`src/rtl/text_source.sv`:
```
// ---------------------------------------------------------------------------
// text_source
//
// Transmit-side message reader. Walks a synchronous read-only memory from
// address 0 to END_ADDRESS, waits out the memory read latency for each
// address, and offers every byte on a valid/ready byte stream to the
// transmit chain. A one-cycle done pulse follows acceptance of the last byte.
//
// Ports
//   clk          system clock, rising edge
//   reset        asynchronous, active-high reset
//   start        one-cycle request to send the whole message (idle only)
//   abort        synchronous cancel, returns to IDLE without done
//   mem_address  registered memory read address
//   mem_q        memory read data, valid ROM_LATENCY cycles after address
//   data_out     registered byte offered downstream
//   data_valid   data_out holds a byte awaiting acceptance
//   data_ready   downstream accepts data_out on this edge
//   busy         high from start acceptance until return to IDLE
//   done         one-cycle pulse after the last byte is accepted
// ---------------------------------------------------------------------------
module text_source #(
  parameter int END_ADDRESS = 10,
  parameter int ADDR_W      = 8,
  parameter int ROM_LATENCY = 1
) (
  input  logic              clk,
  input  logic              reset,
  input  logic              start,
  input  logic              abort,
  output logic [ADDR_W-1:0] mem_address,
  input  logic [7:0]        mem_q,
  output logic [7:0]        data_out,
  output logic              data_valid,
  input  logic              data_ready,
  output logic              busy,
  output logic              done
);

  localparam int DATA_W = 8;
  localparam int CNT_W  = 3;

  localparam logic [ADDR_W-1:0] ADDR_LAST = ADDR_W'(END_ADDRESS);
  // The counter reaches ROM_LATENCY on the edge where mem_q has been valid
  // for a full cycle, i.e. ROM_LATENCY+1 edges after the address was set.
  localparam logic [CNT_W-1:0]  CNT_LAST  = CNT_W'(ROM_LATENCY);

  typedef enum logic [1:0] {
    IDLE    = 2'd0,
    READ    = 2'd1,
    PRESENT = 2'd2,
    DONE    = 2'd3
  } state_t;

  state_t            state;
  logic [CNT_W-1:0]  wait_cnt;
  logic              handshake;

  assign handshake = data_valid & data_ready;

  // Address advance that can never step past the last message byte.
  function automatic logic [ADDR_W-1:0] sat_inc_addr(input logic [ADDR_W-1:0] a);
    if (a >= ADDR_LAST)
      return ADDR_LAST;
    return a + 1'b1;
  endfunction

  always_ff @(posedge clk or posedge reset) begin
    if (reset) begin
      state       <= IDLE;
      mem_address <= '0;
      data_out    <= '0;
      data_valid  <= 1'b0;
      busy        <= 1'b0;
      done        <= 1'b0;
      wait_cnt    <= '0;
    end else if (abort && (state != IDLE)) begin
      // Cancel: data_out deliberately keeps the last byte presented.
      state       <= IDLE;
      mem_address <= '0;
      data_valid  <= 1'b0;
      busy        <= 1'b0;
      done        <= 1'b0;
      wait_cnt    <= '0;
    end else begin
      case (state)
        IDLE: begin
          data_valid <= 1'b0;
          busy       <= 1'b0;
          done       <= 1'b0;
          // abort in the same cycle suppresses the start request
          if (start && !abort) begin
            mem_address <= '0;
            wait_cnt    <= '0;
            busy        <= 1'b1;
            state       <= READ;
          end
        end

        // Stage boundary: address issued, waiting for memory data
        READ: begin
          if (wait_cnt == CNT_LAST) begin
            data_out   <= mem_q[DATA_W-1:0];
            data_valid <= 1'b1;
            wait_cnt   <= '0;
            state      <= PRESENT;
          end else begin
            wait_cnt <= wait_cnt + 1'b1;
          end
        end

        // Stage boundary: byte held on the stream until accepted
        PRESENT: begin
          if (handshake) begin
            data_valid <= 1'b0;
            if (mem_address == ADDR_LAST) begin
              done  <= 1'b1;
              state <= DONE;
            end else begin
              mem_address <= sat_inc_addr(mem_address);
              wait_cnt    <= '0;
              state       <= READ;
            end
          end
        end

        DONE: begin
          done        <= 1'b0;
          busy        <= 1'b0;
          mem_address <= '0;
          state       <= IDLE;
        end

        default: begin
          state      <= IDLE;
          data_valid <= 1'b0;
          busy       <= 1'b0;
          done       <= 1'b0;
        end
      endcase
    end
  end

endmodule

```
`config.mk`:
```
export PLATFORM = sky130hd
export DESIGN_NAME = text_source
export DESIGN_NICKNAME = d
export VERILOG_FILES = /design/src/rtl/text_source.sv
export SDC_FILE = /design/constraint.sdc
export NUM_CORES = 1
export LEC_CHECK = 0
export BUFFER_PORTS_ARGS = -buffer_cell sky130_fd_sc_hd__buf_2
export CAP_MARGIN = 25
export CORE_MARGIN = 8
export CORE_UTILIZATION = 30
export DETAILED_ROUTE_END_ITERATION = 10
export PLACE_DENSITY = 0.59
export SLEW_MARGIN = 20
export SYNTH_ARGS = -nofsm -noshare
export SYNTH_HDL_FRONTEND = slang
export SYNTH_SLANG_ARGS = --single-unit
export TNS_END_PERCENT = 20
```
`constraint.sdc`:
```
create_clock -name clk -period 4.7 [get_ports clk]
set_input_delay 0 -clock clk [delete_from_list [all_inputs] [get_ports clk]]
set_output_delay 0 -clock clk [all_outputs]
set_load 0.05 [all_outputs]
```
Word level (Yosys, flattened, before mapping) --
Index checks and enable logic that the tools add are counted.
Storage, ports and cells: flip-flop bits (word level) 24, logic and storage cells 73, RAM bits 0, bits of input ports 13, bits in latches 0, memories 0, output and inout bits 19, bits in read-only memories 0
Operators by class: mux-type cells 35, multiply operators 0, add/sub/neg operators 2, shift-type cells 0, bitwise operators 2, $lt $le $gt $ge 1, reductions and logical operators 16, divide/modulo/power cells 0, eq/ne operators 10
Operators by type and width (number):
- $mux 8 | 6
- $pmux 8 s3 | 1
- $mux 3 | 5
- $ne 3x3->1 const B | 5
- $mux 1 | 13
- $reduce_and 3->1 | 4
- $mux 2 | 5
- $pmux 3 s3 | 1
- $add 8x1->8 const B | 1
- $eq 8x4->1 const B | 1
- $ge 8x4->1 const B | 1
- $pmux 2 s4 | 1
- $reduce_and 4->1 | 2
- $reduce_bool 4->1 | 2
- $reduce_bool 3->1 | 2
- $eq 2x2->1 const B | 2
- $pmux 1 s2 | 2
- $add 3x1->3 const B | 1
- $eq 3x1->1 const B | 1
- $pmux 1 s3 | 1
- $eq 2x1->1 const B | 1
- $logic_and 1x1->1 | 2
- $logic_not 2->1 | 1
- $reduce_bool 2->1 | 1
- 4 further kinds | 4

Depth between registers and ports, before layout --
Gate-level depths: netlist of run 1.
depth after elaboration 11, gate-level depth with buffers 8

Worst setup path before layout of run 1 --
OpenSTA, ideal clock, no wires.
path type register to register, from reg state[0], to reg mem_address[1], required time 4.575 ns, buffers on the path 2, arrival time 2.200 ns, setup slack 2.375 ns, period minus slack after synthesis 2.325 ns, library setup time 0.125 ns, stages on the path, launching flop included 9, cells stage by stage dfrtp_1 > inv_1 > ha_1 > buf_6 > nor2b_1 > a222oi_1 > and2_1 > buf_6 > mux2_4
Between the ends: longest elaborated chain between the ends 4, elaborated cells between the ends (all ways) 12
RTL lines:
- start, declared | RTL line 55 | state_t state;
- start signal, assigned | RTL line 70 | state <= IDLE;
- start signal, assigned | RTL line 79 | state <= IDLE;
- start signal, assigned | RTL line 96 | state <= READ;
- $reduce_bool 2->1 | RTL line 77 | end else if (abort && (state != IDLE)) begin
- $logic_and 1x1->1 | RTL line 77
- $ne 3x3->1 (no source line) or $reduce_bool 4->1 (tied branches)
- $reduce_and 4->1 (no source line)
- end signal, assigned | RTL line 120 | mem_address <= sat_inc_addr(mem_address);
- end, declared | RTL line 31 | output logic [ADDR_W-1:0] mem_address,
Several ways; a longest one is shown, not always the timed one. A chain may end at the register's enable or synchronous reset.

Worst setup path after layout of run 1 --
Same ends and word-level chain as after synthesis.

==> results by stage, run 1 <==
Outcome:
- The flow ran to the end, and the final reports show no timing, DRC or antenna violations.

Clocking:
- The depth of the CTS H-tree is 1.
- The number of buffers added to fix hold violations after cts is 10.
- The number of gates resized after CTS was 0.
- Post-CTS timing repair inserted 0 buffers for setup.
- The cell sitting at the root of the clock tree is a sky130_fd_sc_hd__clkbuf_8.
- The number of clock buffers added by TritonCTS is 3.
- The TritonCTS clock tree is done.
- After clock tree synthesis, the clock-pin slew on the worst setup and hold paths is 0.09 ns.
- The clock net in this run drives a total of 24 sinks.
- The clock latency on the worst-skew pair is 0.26 ns.
- The largest buffer count on any clock path is 2.

Timing:
- The worst slew slack as a fraction of its limit is 37.7%.
- The number of hold violations in the final report is 0.
- The slew at the pin closest to its max-slew limit is 0.934 ns.
- The achievable clock frequency is 0.372 GHz.
- Setup total negative slack on the finished layout was measured at 0 ns.
- The share of the cycle needed by the critical path after routing is between 50% and 60%.
- The smallest clock period supported by the final layout is computed as ~2.7 ns.
- The number of max-slew violations in the final report is 0.
- Setup repair after global routing left no endpoint under its margin.
- The largest clock skew in the final design is 0.00531 ns.
- The minimum setup slack in the final design is approximately 2.0 ns.
- Setup violations remaining at the end of the flow were counted as 0.

Routing:
- The detailed router put a total of around 1400 µm of wire on met1.
- The routed length on met3 is a little under 90 µm.
- After detailed routing, the met2 layer carries 1810 µm of wire.
- The average routed wire per standard cell is 15.8 µm.
- After detailed routing, the number of vias per cell comes to between 5 and 6.
- The detailed router placed 1164 vias in this run.
- In this run the remaining antenna-violating nets after routing total 0.
- The DRC violation total after the first TritonRoute iteration is 84.
- After detailed routing, the total wire length is 3390 µm.
- For this run, the detailed router's first-pass iteration total came to 4.
- The number of remaining DRC errors is 0.
- Routed signal wires occupy layers up through met4.

Synth:
- In the synthesized netlist the dominant register cell turns out to be sky130_fd_sc_hd__dfrtp_1.
- Sorting the synthesized cells by area gives the leading types as sky130_fd_sc_hd__dfrtp_1 (45%), sky130_fd_sc_hd__mux2_2 (6.7%), sky130_fd_sc_hd__ha_1 (6.5%), sky130_fd_sc_hd__mux2i_1 (3.7%), sky130_fd_sc_hd__a31oi_1 (2.8%).
- The share of synthesized area in the top cell type comes to 44.7%.
- The proportion of synthesized flip-flops having asynchronous set or reset is 100%.
- The share of the Yosys chip area taken by registers is 44.7%.
- The commonest cells after synthesis are sky130_fd_sc_hd__dfrtp_1 (24), sky130_fd_sc_hd__mux2_2 (8), sky130_fd_sc_hd__ha_1 (7), sky130_fd_sc_hd__nand2_1 (7).
- Synthesis produced 120 cells.
- The post-synthesis average cell area is 11.2 µm².
- The leading cell type by number of instances after synthesis is sky130_fd_sc_hd__dfrtp_1.
- Synthesis inferred 24 register bits.
- In this run the cell area of the synthesized design comes to 1340 µm².
- The biggest area consumer among synthesized cells is sky130_fd_sc_hd__dfrtp_1.
- The number of nets produced by synthesis is 140.
- The number of flops mapped to enable cells by yosys is 0.
- For this run, the number of Yosys warnings is 0.
- Counting distinct cell types in the post-synthesis netlist gives 41.

GRT:
- The via count of the first global-routing pass is 1203.
- Global routing consumed, over all layers together, 9.98% of the routing resources.
- The number of antenna violations at the first check in global routing is 1.
- The first global-routing pass estimated 5940 µm of wire.
- Summed over all layers, the global routing overflow is 0.
- The pin count of the biggest net entering global routing is 25.

Floorplanning:
- The die area is 6880 µm².
- The number of top-level pins is 32.
- From left edge to right edge, the die measures 82.9 µm.
- The number of core rows is 24.
- The starting density of the core is 31.1%.
- The area inside the core boundary is about 4300 µm².
- The vertical die dimension is about 83 µm.

Worst setup path:
- The category of the worst setup path capture point is a flip-flop.
- The worst reg2reg path startpoint is state[0].
- The worst reg-to-reg setup slack is ~2.0 ns.
- The destination of the worst register-to-register timing path is mem_address[1].
- Among all stages on the critical path, the largest delay is contributed by sky130_fd_sc_hd__a222oi_1.
- In this run the worst path has a maximum fanout of 8.
- Broken down by cell family, the worst path's largest delay share belongs to compound AO/OA/AOI/OAI gates.
- The critical path class is flip-flop to flip-flop.
- The worst setup path is launched from a flip-flop.
- The critical path's largest stage delay is about 0.75 ns.
- For the worst setup path, the data required time is 4.86 ns.
- The cell count of the worst reg-to-reg path is 6.
- The signal on the critical path passes through inv_1 -> ha_1 -> nor2b_1 -> a222oi_1 -> and2_1 -> mux2_4.
- STA puts the critical path data arrival time at roughly 2.8 ns.
- The critical path buffer and inverter count is 1.

Cells and area:
- The finished cells cover between 1500 and 2000 µm².
- The area added between synthesis and finish is 29.1%.
- The final-stage net count is roughly 180.
- The share of layout cells above drive strength 1 is 30.2%.
- Cells fill 40.1% of the core in the end.

Place:
- The global placer's final weighted congestion is 0.847.
- The half-perimeter wire length after detailed placement is 2490 µm.
- In this run the tool buffered the top-level ports with 31 buffer cells.
- The worst setup slack after placement is 2.04 ns.
- The instance area after placement is 1530 µm².

Worst hold path:
- Counting instances, the worst hold path has a depth of 3.
- In this run the most critical hold path is launched from data_ready.
- For hold timing, the worst endpoint is data_valid.
- The path class of the tightest hold or removal check is input pin to flip-flop.

Power and ir drop:
- The total design power is 1.00 mW.
- The cell leakage power is 0.829 nW.
- The worst supply voltage drop on vdd is 0.195 mV.
- For this design the ratio of total power to cell area is approximately 580 nW/µm².

Run:
- Max-cap violations in this run came to 0.
==> stage by stage <==
step           hold slack (ns)  cells
2_1_floorplan           0.0146    120
3_3_place_gp             0.235    199
3_5_place_dp             0.235    199
4_1_cts                 0.0662    213
5_1_grt                 0.0966    215
6_report                0.0692    215
==> cell type report <==
cell class              count  area (µm²)
diodes                      1        2.50
clock buffers               3        41.3
clock inverters             1        30.0
fillers                   431        2590
inverters                   5        18.8
multi-input cells          87         693
flip-flops and latches     24         601
well taps                  52        65.1
repair buffers             42         283
==> routing by layer <==
layer / global-route usage, % / vias up
li1: - / 548
met1: 11.6 / 585
met2: 17.9 / 25
met3: 1.46 / 6
met4: 3.67 / 0
met5: 0 / -
==> sequential cells by signal, indices dropped and copies added (netlist names) <==
register / cells
state: 2
mem_address: 8
data_out: 8
done: 1
busy: 1
data_valid: 1
wait_cnt: 3
==> cell families (layout without fill, tap and decap cells) <==
logic type      after synthesis  in the layout  share of synthesized area [%]
simple gates                 34             34                           16.6
compound gates               32             32                           16.9
flops                        24             24                           44.7
mux                          14             14                           11.5
buf+inv                       9             51                           3.72
fa+ha+maj                     7              7                           6.52
other cells                   0              1                              0
==> worst min-delay path: stages <==
cell,delay [ns]
sky130_fd_sc_hd__buf_2,0.10
sky130_fd_sc_hd__o21ai_0,0.08
sky130_fd_sc_hd__o2bb2ai_1,0.12
==> placed cells by master (no fill, tap or decap), types with 2 or more instances in the layout <==
cell type,synthesis,layout
sky130_fd_sc_hd__nand3_1,4,4
sky130_fd_sc_hd__o21ai_0,3,3
sky130_fd_sc_hd__and4_1,2,2
sky130_fd_sc_hd__dlygate4sd3_1,0,10
sky130_fd_sc_hd__dfrtp_1,24,24
sky130_fd_sc_hd__nand2_1,7,7
sky130_fd_sc_hd__buf_2,1,31
sky130_fd_sc_hd__ha_1,7,7
sky130_fd_sc_hd__o2bb2ai_1,3,3
sky130_fd_sc_hd__nand3b_1,2,2
sky130_fd_sc_hd__mux2i_1,5,5
sky130_fd_sc_hd__and2_1,2,2
sky130_fd_sc_hd__nand4_1,4,4
sky130_fd_sc_hd__o211ai_1,2,2
sky130_fd_sc_hd__clkbuf_8,0,3
sky130_fd_sc_hd__o31ai_1,2,2
sky130_fd_sc_hd__mux2_2,8,8
sky130_fd_sc_hd__a21oi_1,6,6
sky130_fd_sc_hd__a31oi_1,6,6
sky130_fd_sc_hd__inv_1,5,5
sky130_fd_sc_hd__a222oi_1,2,2
sky130_fd_sc_hd__nor2_1,3,3
==> power by group <==
part	internal [mW]	switching, mW	total, mW
Combinational	0.167	0.346	0.514
Sequential	0.259	0.0475	0.307
Clock	0.114	0.0657	0.179
Total	0.540	0.460	1.00
==> worst max-delay path by stage <==
stage,start,endpoint,cells after the start
final,state[0],mem_address[1],6
after global routing,state[0],mem_address[1],6
after CTS,state[0],mem_address[1],6
after detailed placement,state[0],mem_address[1],6
after global placement,state[0],mem_address[1],6
after floorplan,state[0],mem_address[1],8
(Power assumes the default switching activity.)
==> run 2, diff against run 1 <==
Settings changed: ABC_AREA set to 1.
Clock period 4.7 ns to 2.6 ns, I/O delays scaled along.
==> results by stage, run 2 <==
Outcome:
- The run finished with clean final reports.

Timing:
- The total setup violations reported at the end of the flow is 0.
- Of the available clock period, the critical path in the final layout requires 74.0%.
- The minimum setup slack in the final design is 0.676 ns.
- After layout, the minimum clock period comes to 1.92 ns.
- The worst slew slack as a fraction of its limit is 65.8%.
- Setup repair after global routing left no endpoint under its margin.
- The slew at the pin closest to its max-slew limit is 0.512 ns.
- The number of hold violations in the final report is 0.
- The number of max-slew violations in the final report is 0.
- In the final timing run, aggregate negative setup slack is 0 ns.
- The largest clock skew in the final design is 0.00872 ns.
- The achievable clock frequency is between 0.5 and 0.6 GHz.

Cells and area:
- Leaving out fill and tap cells, the most frequent cells in the layout are sky130_fd_sc_hd__nand2_1 (55), sky130_fd_sc_hd__buf_2 (31), sky130_fd_sc_hd__inv_1 (24), sky130_fd_sc_hd__dfrtp_1 (24), sky130_fd_sc_hd__nand3_1 (16).
- The net count of the finished layout is ~240.
- The area growth from synthesis to layout is 28.7%.
- The repair_antennas step left the layout with diodes totalling 0.
- The largest registers in the layout are data_out: 8 flops, mem_address: 8 flops, wait_cnt: 3 flops.
- The number of cells in the finished layout apart from fillers is between 200 and 300.
- Leaving out fill and tap cells, the most frequent cell in the layout is sky130_fd_sc_hd__nand2_1.
- The share of layout cells above drive strength 1 is 21.7%.

Place:
- OpenSTA, run right after detailed placement, puts the worst setup slack at 0.739 ns.
- The congestion estimate from routability-driven global placement came to about 0.80.
- Counting tap cells, the placed design contains a total of 258 instances.
- Detailed placement finished with a half-perimeter wire length of approximately 2300 µm.
- The port buffer count is 31.

GRT:
- The via count of the first global-routing pass came to roughly 1300.
- The number of antenna violations at the first check in global routing is 0.
- For this run, the total global-route usage over all layers was measured as roughly 9.6%.
- After global routing the overflow that remains totals 0.
- Entering global routing, the biggest net connects 25 pins.
- The first global-routing pass estimated 5820 µm of wire.

Worst setup path:
- The worst-path maximum fanout is 8.
- The number of cells on the worst reg-to-reg path is 4.
- The last element of the critical path is busy.
- The critical path startpoint category is a flip-flop.
- The destination of the worst register-to-register timing path is busy.
- The worst setup path is captured at a flip-flop.
- The source of the critical timing path is state[0].
- The worst reg-to-reg setup slack is about 0.68 ns.
- The worst register-to-register path begins at state[0].
- The required time of the critical path is roughly 2.8 ns.
- The critical path data arrival time is ~2.1 ns.
- The critical path class is flip-flop to flip-flop.

Routing:
- The overall routed net length is 3180 µm.
- The routed layout has around 1200 vias.
- After detailed routing, the number of remaining DRC violations is 0.
- In this run, the number of DRC markers left after iteration 0 of detailed routing was 96.
- The first TritonRoute pass finished after 4 iterations.
- The average via count per standard cell is 4.44.
- Dividing the detail-routed wire length by the instance count gives 11.7 µm.
- The detail route stage leaves a number of antenna-violating nets equal to 0.

Synth:
- The synthesized netlist cell count is 175.
- In this run the cell area of the synthesized design comes to 1350 µm².
- Yosys printed 0 warnings.
- In this run, synthesis produced a sequential element count of 24.
- In this run the mean area of a mapped cell was 7.69 µm².
- The proportion of synthesized flip-flops having asynchronous set or reset is 100%.
- The fraction of post-synthesis cell area in the top cell type by area is 44.6%.
- Yosys mapped a number of flops with a built-in enable equal to 0.
- Ranked by instance count, the synthesized netlist is headed by sky130_fd_sc_hd__nand2_1 (55), sky130_fd_sc_hd__dfrtp_1 (24), sky130_fd_sc_hd__inv_1 (24), sky130_fd_sc_hd__nand3_1 (16), sky130_fd_sc_hd__nor2_1 (15).
- The share of the Yosys chip area taken by registers is 44.6%.
- The count of unique library cells instantiated by Yosys is 20.
- The most common flop cell mapped by yosys is sky130_fd_sc_hd__dfrtp_1.
- Among all cell types in the netlist, the one instantiated most often is sky130_fd_sc_hd__nand2_1.
- The biggest area consumer among synthesized cells is sky130_fd_sc_hd__dfrtp_1.
- By area the synthesized netlist is led by sky130_fd_sc_hd__dfrtp_1 (45%), sky130_fd_sc_hd__nand2_1 (15%), sky130_fd_sc_hd__inv_1 (6.7%), sky130_fd_sc_hd__ha_1 (6.5%), sky130_fd_sc_hd__nand3_1 (5.9%).
- The number of nets produced by synthesis is a little under 200.

Run:
- The tool flagged a number of max-cap violations equal to 0.

Floorplanning:
- The width of the chip is 83.0 µm.
- The vertical die dimension is roughly 83 µm.
- The area inside the core boundary is 4350 µm².
- The starting density of the core is 30.9%.
- The number of top-level pins is 32.
- The number of core rows is 24.
- The die covers 6890 µm².

Clocking:
- The post-cts repair resize count is 0.
- The post-CTS setup buffer count is 0.
- The depth of the CTS H-tree is 1.
- Counting along the longest clock path gives a buffer depth of 2.
- The clock-pin slew on the worst setup and hold paths is about 0.09 ns.
- TritonCTS built the clock tree.
- The number of buffers added to fix hold violations after cts is 11.
- For this design, the sink count on the clock tree is 24.
- The later pin in the worst-skew pair is clocked with a latency of 0.27 ns.
- Buffers inserted during clock tree synthesis total 3.
- The tree is rooted in a sky130_fd_sc_hd__clkbuf_8.

Power and ir drop:
- The power density normalized to cell area is 1000 nW/µm².
- The cell leakage power is 0.983 nW.
- IR analysis of the VDD net gives a maximum drop of around 0.27 mV.

Worst hold path:
- Along the worst hold path, the cell count comes to 6.
- In this run the worst hold path is classified as input pin to flip-flop.
==> run 2: worst min path at each step <==
stage / startpoint / end
after floorplan: reset / busy
after global placement: mem_q[0] / data_out[0]
after detailed placement: mem_q[0] / data_out[0]
after CTS: data_ready / done
after global routing: data_ready / done
final: data_ready / done
==> run 2: report_power, final <==
group	internal [mW]	switching [mW]
clock	0.104	0.117
sequential	0.470	0.0764
combinational	0.267	0.705
total	0.840	0.898
==> run 2: kinds of logic after synthesis <==
kind of cell	share of synthesized area, %
buffers and inverters	7.81
adders and majority gates	6.51
AOI/OAI and AO/OA	6.60
DFF	44.6
and+or+nand+nor	34.5
==> run 2: stage by stage <==
stage | power (mW) | util, % | hold WS, ns | instance area [µm²]
2_1_floorplan | 1.29 | - | 0.0146 | 1350
3_3_place_gp | 1.51 | 36.0 | 0.233 | 1570
3_5_place_dp | 1.51 | 36.0 | 0.237 | 1570
4_1_cts | 1.76 | 39.5 | 0.212 | 1720
5_1_grt | 1.90 | 39.8 | 0.259 | 1730
6_report | 1.74 | 39.8 | 0.208 | 1730
==> run 2: worst max-delay path, cell delays in order, from the launching register on <==
cell and delay (ns):
sky130_fd_sc_hd__dfrtp_1 0.48, sky130_fd_sc_hd__inv_1 0.12, sky130_fd_sc_hd__ha_1 0.26, sky130_fd_sc_hd__a2111oi_0 0.41, sky130_fd_sc_hd__dlygate4sd3_1 0.60
==> run 2: layout make-up <==
class                      count  area [µm²]
fill                         489        2620
tap                           52        65.1
sequential                    24         601
inverter                      28         105
multi-input combinational    123         641
timing repair buffer          43         280
clock buffer                   3        41.3
==> run 2: layer usage <==
metal  global-route usage [%]  up-vias  wire [µm]
li1                         -      645          -
met3                     2.15        2        123
met5                        0        -          0
met4                     1.92        0         19
met1                     12.3      549       1550
met2                     16.1       17       1490
==> run 3, diff against run 2 <==
Clock period 2.6 ns to 1.9 ns, I/O delays scaled along.
==> results by stage, run 3 (synthesis results as in run 2) <==
Timing:
- After layout, the worst path uses 92.3% of the clock period.
- Based on the critical path, the design can be clocked at up to between 0.5 and 0.6 GHz.
- The time the final worst path needs with I/O delays and setup is 1.75 ns.
- The slew at the pin closest to its max-slew limit is 0.423 ns.
- The worst slew slack as a fraction of its limit is 71.7%.
- The number of hold violations in the final report is 0.
- The largest clock skew in the final design is 0.00750 ns.
- Setup repair after global routing left no endpoint under its margin.
- Summed over all failing endpoints, the final setup total negative slack is 0 ns.
- Setup violations remaining at the end of the flow were counted as 0.
- The number of max-slew violations in the final report is 0.

Power and ir drop:
- The analysis attributes to cell leakage a power of 1.00 nW.
- The portion of total power attributed to sequential cells is 28.6%.
- The power density normalized to cell area is 1450 nW/µm².
- The internal power of the cells totals about 1.3 mW.
- The switching power summed over all nets is 1.26 mW.
- The share of total power dissipated in combinational logic is 53.4%.
- The clock group share of total power is 17.9%.
- Net switching is roughly 49% of the power.
- IR analysis of the VDD net gives a maximum drop of 0.424 mV.

Outcome:
- The run finished with clean final reports.

GRT:
- The overall overflow remaining after global route is 0.
- The number of antenna violations at the first check in global routing is 0.
- The via count of the first global-routing pass came to 1152.
- Global routing used a little under a tenth of the available tracks across all layers.
- The first global-routing pass estimated around 5400 µm of wire.
- Entering global routing, the biggest net connects 25 pins.

Clocking:
- The largest buffer count on any clock path is 2.
- In this run the number of H-tree levels came out at 1.
- For the worst-skew pair, the clock arrives at the later sink with an insertion delay of 0.27 ns.
- The clock root buffer is sky130_fd_sc_hd__clkbuf_8.
- TritonCTS built the clock tree.
- Counting the buffers created by CTS gives 3.
- The clock-pin slew on the worst setup and hold paths is approximately 0.1 ns.
- CTS saw 24 sinks.
- The post-CTS setup buffer count is 0.

Cells and area:
- The largest registers in the layout are data_out: 8 flops, mem_address: 8 flops, wait_cnt: 3 flops.
- The filler cells instantiated in the layout total 440.
- The share of layout cells above drive strength 1 is between 20% and 30%.
- Registers take 601 µm².
- The total inserted antenna cells is 0.
- The area added between synthesis and finish is 31.7%.
- The final-stage net count is 245.
- The library cells used most frequently in the layout, excluding fill and tap cells, are sky130_fd_sc_hd__nand2_1 (55), sky130_fd_sc_hd__buf_2 (31), sky130_fd_sc_hd__dfrtp_1 (24).
- The multi-input combinational cells in the finished layout cover a total of 643 µm².
- The number of cells in the finished layout apart from fillers is around 280.
- The most common library cell in the layout ignoring fill and taps is sky130_fd_sc_hd__nand2_1.

Place:
- The number of placed instances, taps included, is 261.
- The global placer's final weighted congestion is 0.772.
- The port buffer count is 31.
- Once detailed placement completed, the half-perimeter wirelength came to 2310 µm.

Routing:
- For this run, design rule violations remaining after detail routing come to 0.
- The overall routed net length is 3120 µm.
- Across all layers, the routed design uses 1220 vias.
- The DRC violation total after the first TritonRoute iteration is 55.
- The number of search-and-repair iterations in the first detailed-routing pass is 4.
- In the routed layout, each cell is associated on average with a via count of 4.42.
- Once detail routing completed, the nets flagged for antenna violations numbered 0.
- The average routed wire per standard cell is 11.3 µm.

Floorplanning:
- In this run the vertical extent of the chip is 83.0 µm.
- The core region is 4350 µm².
- 32 I/O pins were placed.
- The die covers 6890 µm².
- The number of core rows is 24.
- The starting density of the core is between 30% and 40%.
- The width of the chip is ~83 µm.

Worst setup path:
- The signal on the critical path passes through inv_2 -> ha_2 -> a2111oi_0 -> dlygate4sd3_1.
- Together, buffers and inverters on the worst path number 2.
- The required time of the critical path is between 2 and 2.5 ns.
- The critical path class is flip-flop to flip-flop.
- Data on the critical path arrives at its endpoint at 1.98 ns.
- The category of the worst setup path capture point is a flip-flop.
- The worst-path maximum fanout is 6.
- The gate family responsible for the most delay along the worst path is buffers and inverters.
- The slowest stage of the critical path belongs to the cell sky130_fd_sc_hd__dlygate4sd3_1.
- For this run, the slowest stage of the critical path takes 0.59 ns.
- STA classifies the critical path startpoint as a flip-flop.

Worst hold path:
- The worst min-delay path class is input pin to flip-flop.

Run:
- Max-cap violations in this run came to 0.
## run 3: power by group through the flow
stage          registers, mW  clock network [mW]  logic (mW)
3_3_place_gp           0.745                   0        1.35
4_1_cts                0.736               0.474        1.39
2_1_floorplan           1.11                   0       0.657
6_report               0.738               0.462        1.38
3_5_place_dp           0.744                   0        1.36
5_1_grt                0.757               0.488        1.54
## run 3: final cells by class
| cell class | instances | share of cell area, % |
|---|---|---|
| inverter | 28 | 5.93 |
| timing repair buffer | 45 | 16.2 |
| clock inverter | 1 | 1.69 |
| sequential | 24 | 33.9 |
| clock buffer | 3 | 2.33 |
| tap | 52 | 3.67 |
| multi-input combinational | 123 | 36.3 |
## run 3: worst paths after layout
check                            start     endpoint  slack (ns)  cells after the start
min in group asynchronous        reset  wait_cnt[1]        0.30                      4
min reg2reg                data_out[6]  data_out[6]        0.48                      2
max                           state[1]         busy        0.15                      4
min                              abort     state[1]        0.16                      4
max reg2reg                   state[1]         busy        0.15                      4
max in group asynchronous        reset  data_out[0]        1.35                      4
## run 3: tightest hold or removal path: stages
cell and delay (ns):
sky130_fd_sc_hd__buf_2 0.15, sky130_fd_sc_hd__nand2_4 0.10, sky130_fd_sc_hd__nand4_1 0.10, sky130_fd_sc_hd__nand2_1 0.05
## run 3: layer usage
metal,global-route usage (%),part of all wire [%],vias to the layer above
met5,0,0,-
met4,2.88,0.86,0
met3,2.05,2.8,4
met2,14.5,46,23
met1,11.9,50,541
li1,-,-,652
## run 3: repair_timing
item | 4_1_cts | 5_1_grt
hold endpoints to repair | 33 | 0
hold buffers | 11 | 0
endpoints found under the setup margin | 0 | 2
gates resized for setup | 0 | 2
## run 3: through the flow
stage	cell area, µm²	utilization (%)	setup slack, ns	hold slack (ns)	power [mW]
after global routing	1770	40.7	0.0110	0.208	2.78
after floorplan	1350	-	0.219	0.0146	1.77
after CTS	1770	40.7	0.0816	0.162	2.60
after global placement	1590	36.5	0.218	0.0661	2.10
final	1770	40.7	0.146	0.158	2.58
after detailed placement	1590	36.5	0.184	0.0719	2.11
